==> config.mk <==
export PLATFORM = sky130hd
export DESIGN_NAME = regfile_param_flat
export DESIGN_NICKNAME = d
export VERILOG_FILES = /design/src/rtl/regfile_param_if.sv /design/src/rtl/regfile_param.sv /design/src/flat_wrapper.sv
export SDC_FILE = /design/constraint.sdc
export NUM_CORES = 2
export LEC_CHECK = 0
export ABC_AREA = 0
export BUFFER_PORTS_ARGS = -buffer_cell sky130_fd_sc_hd__buf_2
export CAP_MARGIN = 20
export CORE_MARGIN = 2
export CORE_UTILIZATION = 64
export DETAILED_ROUTE_END_ITERATION = 8
export PLACE_DENSITY_LB_ADDON = 0.12
export SLEW_MARGIN = 20
export SYNTH_ARGS = -nofsm -noshare
export SYNTH_HDL_FRONTEND = slang
export SYNTH_SLANG_ARGS = --single-unit
export TNS_END_PERCENT = 5
==> constraint.sdc <==
create_clock -name clock -period 42.5 [get_ports clock]
set_input_delay 4.25 -clock clock [delete_from_list [all_inputs] [get_ports clock]]
set_output_delay 4.25 -clock clock [all_outputs]
set_load 0.02 [all_outputs]
==> src/rtl/regfile_param_if.sv <==
// Bus bundle for regfile_param: write ports A/B, issue, packed read ports and
// the debug read port. Decode/writeback drive the master side, the register
// file is the slave.
interface regfile_param_if #(
  parameter int DATA_WIDTH = 32,
  parameter int ADDR_WIDTH = 5,
  parameter int NUM_READ   = 2
);
  logic                             ctrl_writeEnable;
  logic [ADDR_WIDTH-1:0]            ctrl_writeReg;
  logic [DATA_WIDTH-1:0]            data_writeReg;
  logic                             ctrl_writeEnableB;
  logic [ADDR_WIDTH-1:0]            ctrl_writeRegB;
  logic [DATA_WIDTH-1:0]            data_writeRegB;
  logic                             ctrl_issueEnable;
  logic [ADDR_WIDTH-1:0]            ctrl_issueReg;
  logic [NUM_READ*ADDR_WIDTH-1:0]   ctrl_readReg;
  logic [NUM_READ*DATA_WIDTH-1:0]   data_readReg;
  logic [NUM_READ-1:0]              busy_readReg;
  logic [ADDR_WIDTH-1:0]            ctrl_dbgReg;
  logic [DATA_WIDTH-1:0]            data_dbgReg;

  modport master (
    output ctrl_writeEnable, ctrl_writeReg, data_writeReg,
    output ctrl_writeEnableB, ctrl_writeRegB, data_writeRegB,
    output ctrl_issueEnable, ctrl_issueReg,
    output ctrl_readReg, ctrl_dbgReg,
    input  data_readReg, busy_readReg, data_dbgReg
  );

  modport slave (
    input  ctrl_writeEnable, ctrl_writeReg, data_writeReg,
    input  ctrl_writeEnableB, ctrl_writeRegB, data_writeRegB,
    input  ctrl_issueEnable, ctrl_issueReg,
    input  ctrl_readReg, ctrl_dbgReg,
    output data_readReg, busy_readReg, data_dbgReg
  );
endinterface

==> src/rtl/regfile_param.sv <==
// Parametrised register file: two prioritised write ports (A beats B on the
// same index), optional same-cycle write forwarding to the read ports, a
// per-register pending-write scoreboard and an unforwarded debug read port.
module regfile_param #(
  parameter int DATA_WIDTH = 32,
  parameter int ADDR_WIDTH = 5,
  parameter int NUM_READ   = 2,
  parameter int BYPASS     = 1,
  parameter int ZERO_REG   = 1
) (
  input  logic            clock,
  input  logic            ctrl_reset,
  regfile_param_if.slave  rf_bus
);

  localparam int DEPTH = 1 << ADDR_WIDTH;

  logic [DATA_WIDTH-1:0] r_mem [DEPTH];
  logic [DEPTH-1:0]      r_busy;

  logic w_weA;
  logic w_weB;
  logic w_issue;

  // Effective enables: index 0 is untouchable when hardwired, and B drops out
  // whenever A (even a suppressed A) claims the same index.
  always_comb begin
    w_weA   = rf_bus.ctrl_writeEnable &&
              !((ZERO_REG != 0) && (rf_bus.ctrl_writeReg == '0));
    w_weB   = rf_bus.ctrl_writeEnableB &&
              !((ZERO_REG != 0) && (rf_bus.ctrl_writeRegB == '0)) &&
              !(rf_bus.ctrl_writeEnable &&
                (rf_bus.ctrl_writeRegB == rf_bus.ctrl_writeReg));
    w_issue = rf_bus.ctrl_issueEnable &&
              !((ZERO_REG != 0) && (rf_bus.ctrl_issueReg == '0));
  end

  // Storage and scoreboard update; an issue is applied after the write clears
  // so a same-edge issue/write leaves the register pending.
  always_ff @(posedge clock or posedge ctrl_reset) begin
    if (ctrl_reset) begin
      for (int i = 0; i < DEPTH; i++) r_mem[i] <= '0;
      r_busy <= '0;
    end else begin
      if (w_weB) r_mem[rf_bus.ctrl_writeRegB] <= rf_bus.data_writeRegB;
      if (w_weA) r_mem[rf_bus.ctrl_writeReg]  <= rf_bus.data_writeReg;
      if (w_weB) r_busy[rf_bus.ctrl_writeRegB] <= 1'b0;
      if (w_weA) r_busy[rf_bus.ctrl_writeReg]  <= 1'b0;
      if (w_issue) r_busy[rf_bus.ctrl_issueReg] <= 1'b1;
    end
  end

  genvar k;
  for (k = 0; k < NUM_READ; k++) begin : g_rd
    logic [ADDR_WIDTH-1:0] w_idx;
    logic [DATA_WIDTH-1:0] w_data;
    logic                  w_busy;

    assign w_idx = rf_bus.ctrl_readReg[k*ADDR_WIDTH +: ADDR_WIDTH];

    // Read port k: forwarded write data (A first) or stored value; outputs
    // are forced to zero while reset is held.
    always_comb begin
      w_data = r_mem[w_idx];
      w_busy = r_busy[w_idx];
      if (BYPASS != 0) begin
        if (w_weA && (w_idx == rf_bus.ctrl_writeReg)) begin
          w_data = rf_bus.data_writeReg;
          w_busy = 1'b0;
        end else if (w_weB && (w_idx == rf_bus.ctrl_writeRegB)) begin
          w_data = rf_bus.data_writeRegB;
          w_busy = 1'b0;
        end
      end
      if (ctrl_reset) begin
        w_data = '0;
        w_busy = 1'b0;
      end
    end

    assign rf_bus.data_readReg[k*DATA_WIDTH +: DATA_WIDTH] = w_data;
    assign rf_bus.busy_readReg[k]                          = w_busy;
  end

  // Debug port shows only what is stored, never in-flight write data.
  always_comb begin
    rf_bus.data_dbgReg = ctrl_reset ? '0 : r_mem[rf_bus.ctrl_dbgReg];
  end

endmodule

==> src/flat_wrapper.sv <==
// flat-port wrapper written by rule: the top's interface ports become plain ports
module regfile_param_flat 
#(
  parameter int DATA_WIDTH = 32,
  parameter int ADDR_WIDTH = 5,
  parameter int NUM_READ   = 2,
  parameter int BYPASS     = 1,
  parameter int ZERO_REG   = 1
)
  (clock, ctrl_reset, rf_bus_ctrl_writeEnable, rf_bus_ctrl_writeReg, rf_bus_data_writeReg, rf_bus_ctrl_writeEnableB, rf_bus_ctrl_writeRegB, rf_bus_data_writeRegB, rf_bus_ctrl_issueEnable, rf_bus_ctrl_issueReg, rf_bus_ctrl_readReg, rf_bus_ctrl_dbgReg, rf_bus_data_readReg, rf_bus_busy_readReg, rf_bus_data_dbgReg);
  regfile_param_if #(.DATA_WIDTH(DATA_WIDTH), .ADDR_WIDTH(ADDR_WIDTH), .NUM_READ(NUM_READ)) rf_bus_i ();
  input  logic clock;
  input  logic ctrl_reset;
  input wire logic [$bits(rf_bus_i.ctrl_writeEnable)-1:0] rf_bus_ctrl_writeEnable;
  input wire logic [$bits(rf_bus_i.ctrl_writeReg)-1:0] rf_bus_ctrl_writeReg;
  input wire logic [$bits(rf_bus_i.data_writeReg)-1:0] rf_bus_data_writeReg;
  input wire logic [$bits(rf_bus_i.ctrl_writeEnableB)-1:0] rf_bus_ctrl_writeEnableB;
  input wire logic [$bits(rf_bus_i.ctrl_writeRegB)-1:0] rf_bus_ctrl_writeRegB;
  input wire logic [$bits(rf_bus_i.data_writeRegB)-1:0] rf_bus_data_writeRegB;
  input wire logic [$bits(rf_bus_i.ctrl_issueEnable)-1:0] rf_bus_ctrl_issueEnable;
  input wire logic [$bits(rf_bus_i.ctrl_issueReg)-1:0] rf_bus_ctrl_issueReg;
  input wire logic [$bits(rf_bus_i.ctrl_readReg)-1:0] rf_bus_ctrl_readReg;
  input wire logic [$bits(rf_bus_i.ctrl_dbgReg)-1:0] rf_bus_ctrl_dbgReg;
  output wire logic [$bits(rf_bus_i.data_readReg)-1:0] rf_bus_data_readReg;
  output wire logic [$bits(rf_bus_i.busy_readReg)-1:0] rf_bus_busy_readReg;
  output wire logic [$bits(rf_bus_i.data_dbgReg)-1:0] rf_bus_data_dbgReg;
  assign rf_bus_i.ctrl_writeEnable = rf_bus_ctrl_writeEnable;
  assign rf_bus_i.ctrl_writeReg = rf_bus_ctrl_writeReg;
  assign rf_bus_i.data_writeReg = rf_bus_data_writeReg;
  assign rf_bus_i.ctrl_writeEnableB = rf_bus_ctrl_writeEnableB;
  assign rf_bus_i.ctrl_writeRegB = rf_bus_ctrl_writeRegB;
  assign rf_bus_i.data_writeRegB = rf_bus_data_writeRegB;
  assign rf_bus_i.ctrl_issueEnable = rf_bus_ctrl_issueEnable;
  assign rf_bus_i.ctrl_issueReg = rf_bus_ctrl_issueReg;
  assign rf_bus_i.ctrl_readReg = rf_bus_ctrl_readReg;
  assign rf_bus_i.ctrl_dbgReg = rf_bus_ctrl_dbgReg;
  assign rf_bus_data_readReg = rf_bus_i.data_readReg;
  assign rf_bus_busy_readReg = rf_bus_i.busy_readReg;
  assign rf_bus_data_dbgReg = rf_bus_i.data_dbgReg;
  regfile_param #(.DATA_WIDTH(DATA_WIDTH), .ADDR_WIDTH(ADDR_WIDTH), .NUM_READ(NUM_READ), .BYPASS(BYPASS), .ZERO_REG(ZERO_REG)) u_core (.clock(clock), .ctrl_reset(ctrl_reset), .rf_bus(rf_bus_i));
endmodule
==> flow_metrics.py <==
metrics = {
    "placed_design": {
        "post-dp-hpwl_um": 181000,
        "numPortBuffers": 196,
        "gp_congestion": 0.998,
    },
    "setup_path": {
        "cpPeakStageDelay_ns": 0.98,
        "path_max_fanout": 72,
        "worstPathBufferInverterCount": 4,
        "cpMaxStageDelayCell": "sky130_fd_sc_hd__buf_4",
        "crit_path_category": "primary input to output port",
        "timing.critical_path.from_type": "primary input",
        "timing.critical_path.arrival_ns": 8.88,
        "crit_path_end_kind": "output port",
        "crit_family": "buffers and inverters",
        "cp_cell_sequence": "buf_8, buf_4, buf_4, mux4_2, mux4_2, mux2i_1, nor2_1, buf_2",
        "worstPathRequired_ns": 38.25,
    },
    "logic_synthesis": {
        "number_of_flops_mapped_to_enable_cells_by_yosys": 0,
        "synth.cell_area_mm2": 0.0754,
        "nets_in_the_synthesized_netlist": 7178,
        "postSynth.asyncResetShare_pct": 100,
        "synth_warnings": 0,
        "netlist_top_cells_count": "1250 x sky130_fd_sc_hd__mux2i_1, 1056 x sky130_fd_sc_hd__dfrtp_1, 1019 x sky130_fd_sc_hd__nor2_1",
        "netlist_instances": 7079,
        "post_synth_main_area_contributors": "sky130_fd_sc_hd__dfrtp_1 35%, sky130_fd_sc_hd__mux4_2 22%, sky130_fd_sc_hd__mux2i_1 17%",
        "synth_cell_types": 59,
        "syn_avg_cell_area_um2": 10.7,
        "synth-seq-cells": 1056,
        "yosysTopAreaCellShare_pct": 35.0,
        "synth_sequential_area_ratio_pct": 35.0,
        "yosysTopAreaCell": "sky130_fd_sc_hd__dfrtp_1",
        "synth-main-ff-cell": "sky130_fd_sc_hd__dfrtp_1",
        "yosysMostFrequentCell": "sky130_fd_sc_hd__mux2i_1",
    },
    "cells_and_area": {
        "num-nets-final": 6719,
        "layout.filler_cells": 8747,
        "drive_above_1_share_pct": 21.2,
        "multiInputGateArea_mm2": 0.0453,
        "area_growth_pct": 6.33,
        "seq_area_mm2": 0.0264,
    },
    "job": {
        "max-cap-violations": 0,
    },
    "global_routing": {
        "grt_pass1_wl_um": 453000,
        "first_global_vias": 62300,
        "grt_use_total_pct": 52.6,
        "grt_start_max_net_pins": 169,
        "antenna_found_initial": 50,
        "grt_overflow_total": 0,
    },
    "clocking": {
        "clock_latency_ns": 0.76,
        "tritoncts_num_sinks": 1056,
        "cts_root_buffer": "sky130_fd_sc_hd__clkbuf_16",
        "cts_buffer_depth": 3,
        "post_cts_buffers": 0,
        "cts-htree-levels": 3,
        "cts_tree": "yes",
        "ctsHoldBuffers": 0,
        "post_cts_resize_count": 0,
        "tritoncts.num_buffers": 117,
        "register_clock_pin_slew_on_the_reported_worst_setup_and_hold_paths_ns": 0.06,
    },
    "pwr": {
        "power.density_mw_per_mm2": 47.6,
        "total_leakage_power_nw": 33.6,
        "vdd.ir_drop.worst_v": 0.0000387,
    },
    "die": {
        "floorplan.die_area_mm2": 0.121,
        "num_io_pins": 197,
        "placement_rows": 125,
        "die_width_um": 347,
        "fp.dieH_um": 347,
        "core-area_mm2": 0.117,
        "initial_util_pct": 64.7,
    },
    "detailed_routing": {
        "detail_route.first_pass.iterations": 9,
        "final_antenna_violating_net_count": 0,
        "drtIter0Drc": 13500,
        "wl_per_cell_um": 38.6,
        "drc": 0,
        "routed_via_density": 7.99,
        "postRouteWirelength_um": 320000,
        "dr_total_vias": 66200,
    },
    "sta": {
        "timing_max_transition_violations_final": 0,
        "final_min_period_over_clock_period_pct": 30.9,
        "finalHoldViolations": 0,
        "fin_worst_skew_ns": 0,
        "whs_ns": 0.418,
        "final_period_minus_worst_setup_slack_ns": 13.13,
        "setup_viol": 0,
        "maximum_clock_rate_mhz": 76.1,
        "fin_tns_setup_ns": 0,
        "worst_pin_slew_ns": 1.31,
        "timing.max_slew.rel_slack_pct": 12.5,
        "grt_setup_unrepaired": "no",
    },
    "worst_hold_path": {
        "min_path_type": "register to register",
    },
    "status": {
        "run_status": "complete, no violations",
    },
}
-- placed cells by master, fill, tap and decap left out, drive strengths merged, types with 9 or more instances in the layout --
| cell type | Yosys | routed |
|---|---|---|
| nor2 | 1026 | 1026 |
| nor4 | 9 | 9 |
| and2 | 11 | 11 |
| mux2i | 1250 | 1250 |
| nor2b | 21 | 21 |
| mux2 | 46 | 46 |
| a31oi | 51 | 51 |
| mux4 | 741 | 741 |
| xnor2 | 19 | 19 |
| o21ai | 165 | 165 |
| o211ai | 29 | 29 |
| o32a | 9 | 9 |
| o221ai | 79 | 79 |
| clkinv | 0 | 32 |
| clkbuf | 620 | 169 |
| nand3 | 98 | 98 |
| a21oi | 923 | 923 |
| dfrtp | 1056 | 1056 |
| buf | 308 | 350 |
| a22oi | 55 | 55 |
| diode | 0 | 45 |
| o21a | 21 | 21 |
| nand2 | 271 | 271 |
| nand2b | 64 | 64 |
| a211o | 38 | 38 |
| nor3 | 41 | 41 |
| o22ai | 46 | 46 |
| or3 | 10 | 10 |
| a32o | 12 | 12 |
| bufinv | 0 | 12 |
-- worst register-to-register path, cell delays in order (launching register included) --
cell                      delay (ns)
sky130_fd_sc_hd__dfrtp_1        0.44
sky130_fd_sc_hd__mux2i_1        0.19
sky130_fd_sc_hd__a21oi_1        0.11
-- metrics by stage --
step	total power, mW	utilization [%]	cells	setup WS, ns	cell area, um2
3_5_place_dp	2.68	65.2	8022	29.55	76000
5_1_grt	3.94	68.8	8263	29.25	80100
2_1_floorplan	2.35	-	7079	7.99	75400
4_1_cts	3.76	68.7	8242	29.56	80000
3_3_place_gp	2.63	65.2	8021	29.60	75900
6_report	3.82	68.8	8290	29.37	80200
-- final cells by class --
type                    instances  area share [%]
repair buffers                350            2.93
flip-flops and latches       1056            32.9
inverters                       6          0.0374
well taps                    1524            2.38
clock buffers                 169            4.27
clock inverters                51           0.764
diodes                         45           0.140
multi-input cells            5089            56.5
-- sequential cells by signal, indices dropped and copies added (netlist names) --
signal / cells
u_core.r_mem: 1024
u_core.r_busy: 32
-- path summary, 6_finish.rpt --
check                      cells after the start                   from  slack (ns)                     end
max                                            8  rf_bus_ctrl_dbgReg[1]       29.37  rf_bus_data_dbgReg[13]
min                                            0       u_core.r_busy[0]        0.42        u_core.r_busy[0]
max reg2reg                                    2      u_core.r_mem[924]       41.58       u_core.r_mem[924]
min reg2reg                                    0       u_core.r_busy[0]        0.42        u_core.r_busy[0]
max in group asynchronous                      7             ctrl_reset       34.32       u_core.r_mem[522]
min in group asynchronous                      3             ctrl_reset        4.17        u_core.r_mem[87]
-- kinds of logic after synthesis --
family / count (synthesis) / synth area share [%]
compound gates: 1460 / 11.1
xor+xnor: 25 / 0.300
buf+inv: 934 / 5.49
flops: 1056 / 35.0
mux: 2037 / 39.4
simple gates: 1567 / 8.66
-- power by group --
group	internal, mW	leakage, nW	total, mW	switching [mW]
clock	0.631	1.99	1.09	0.460
sequential	1.27	12.7	1.58	0.308
combinational	0.612	18.9	1.15	0.536
-- per-layer routing --
metal / wire, um / GRT usage (%) / vias up
met5: 333 / 1.28 / -
met4: 30700 / 39.3 / 28
met2: 124000 / 68.0 / 6856
li1: - / - / 25400
met3: 61700 / 27.8 / 1897
met1: 103000 / 66.0 / 32000
Note: power is estimated with default switching activity, not from simulation.
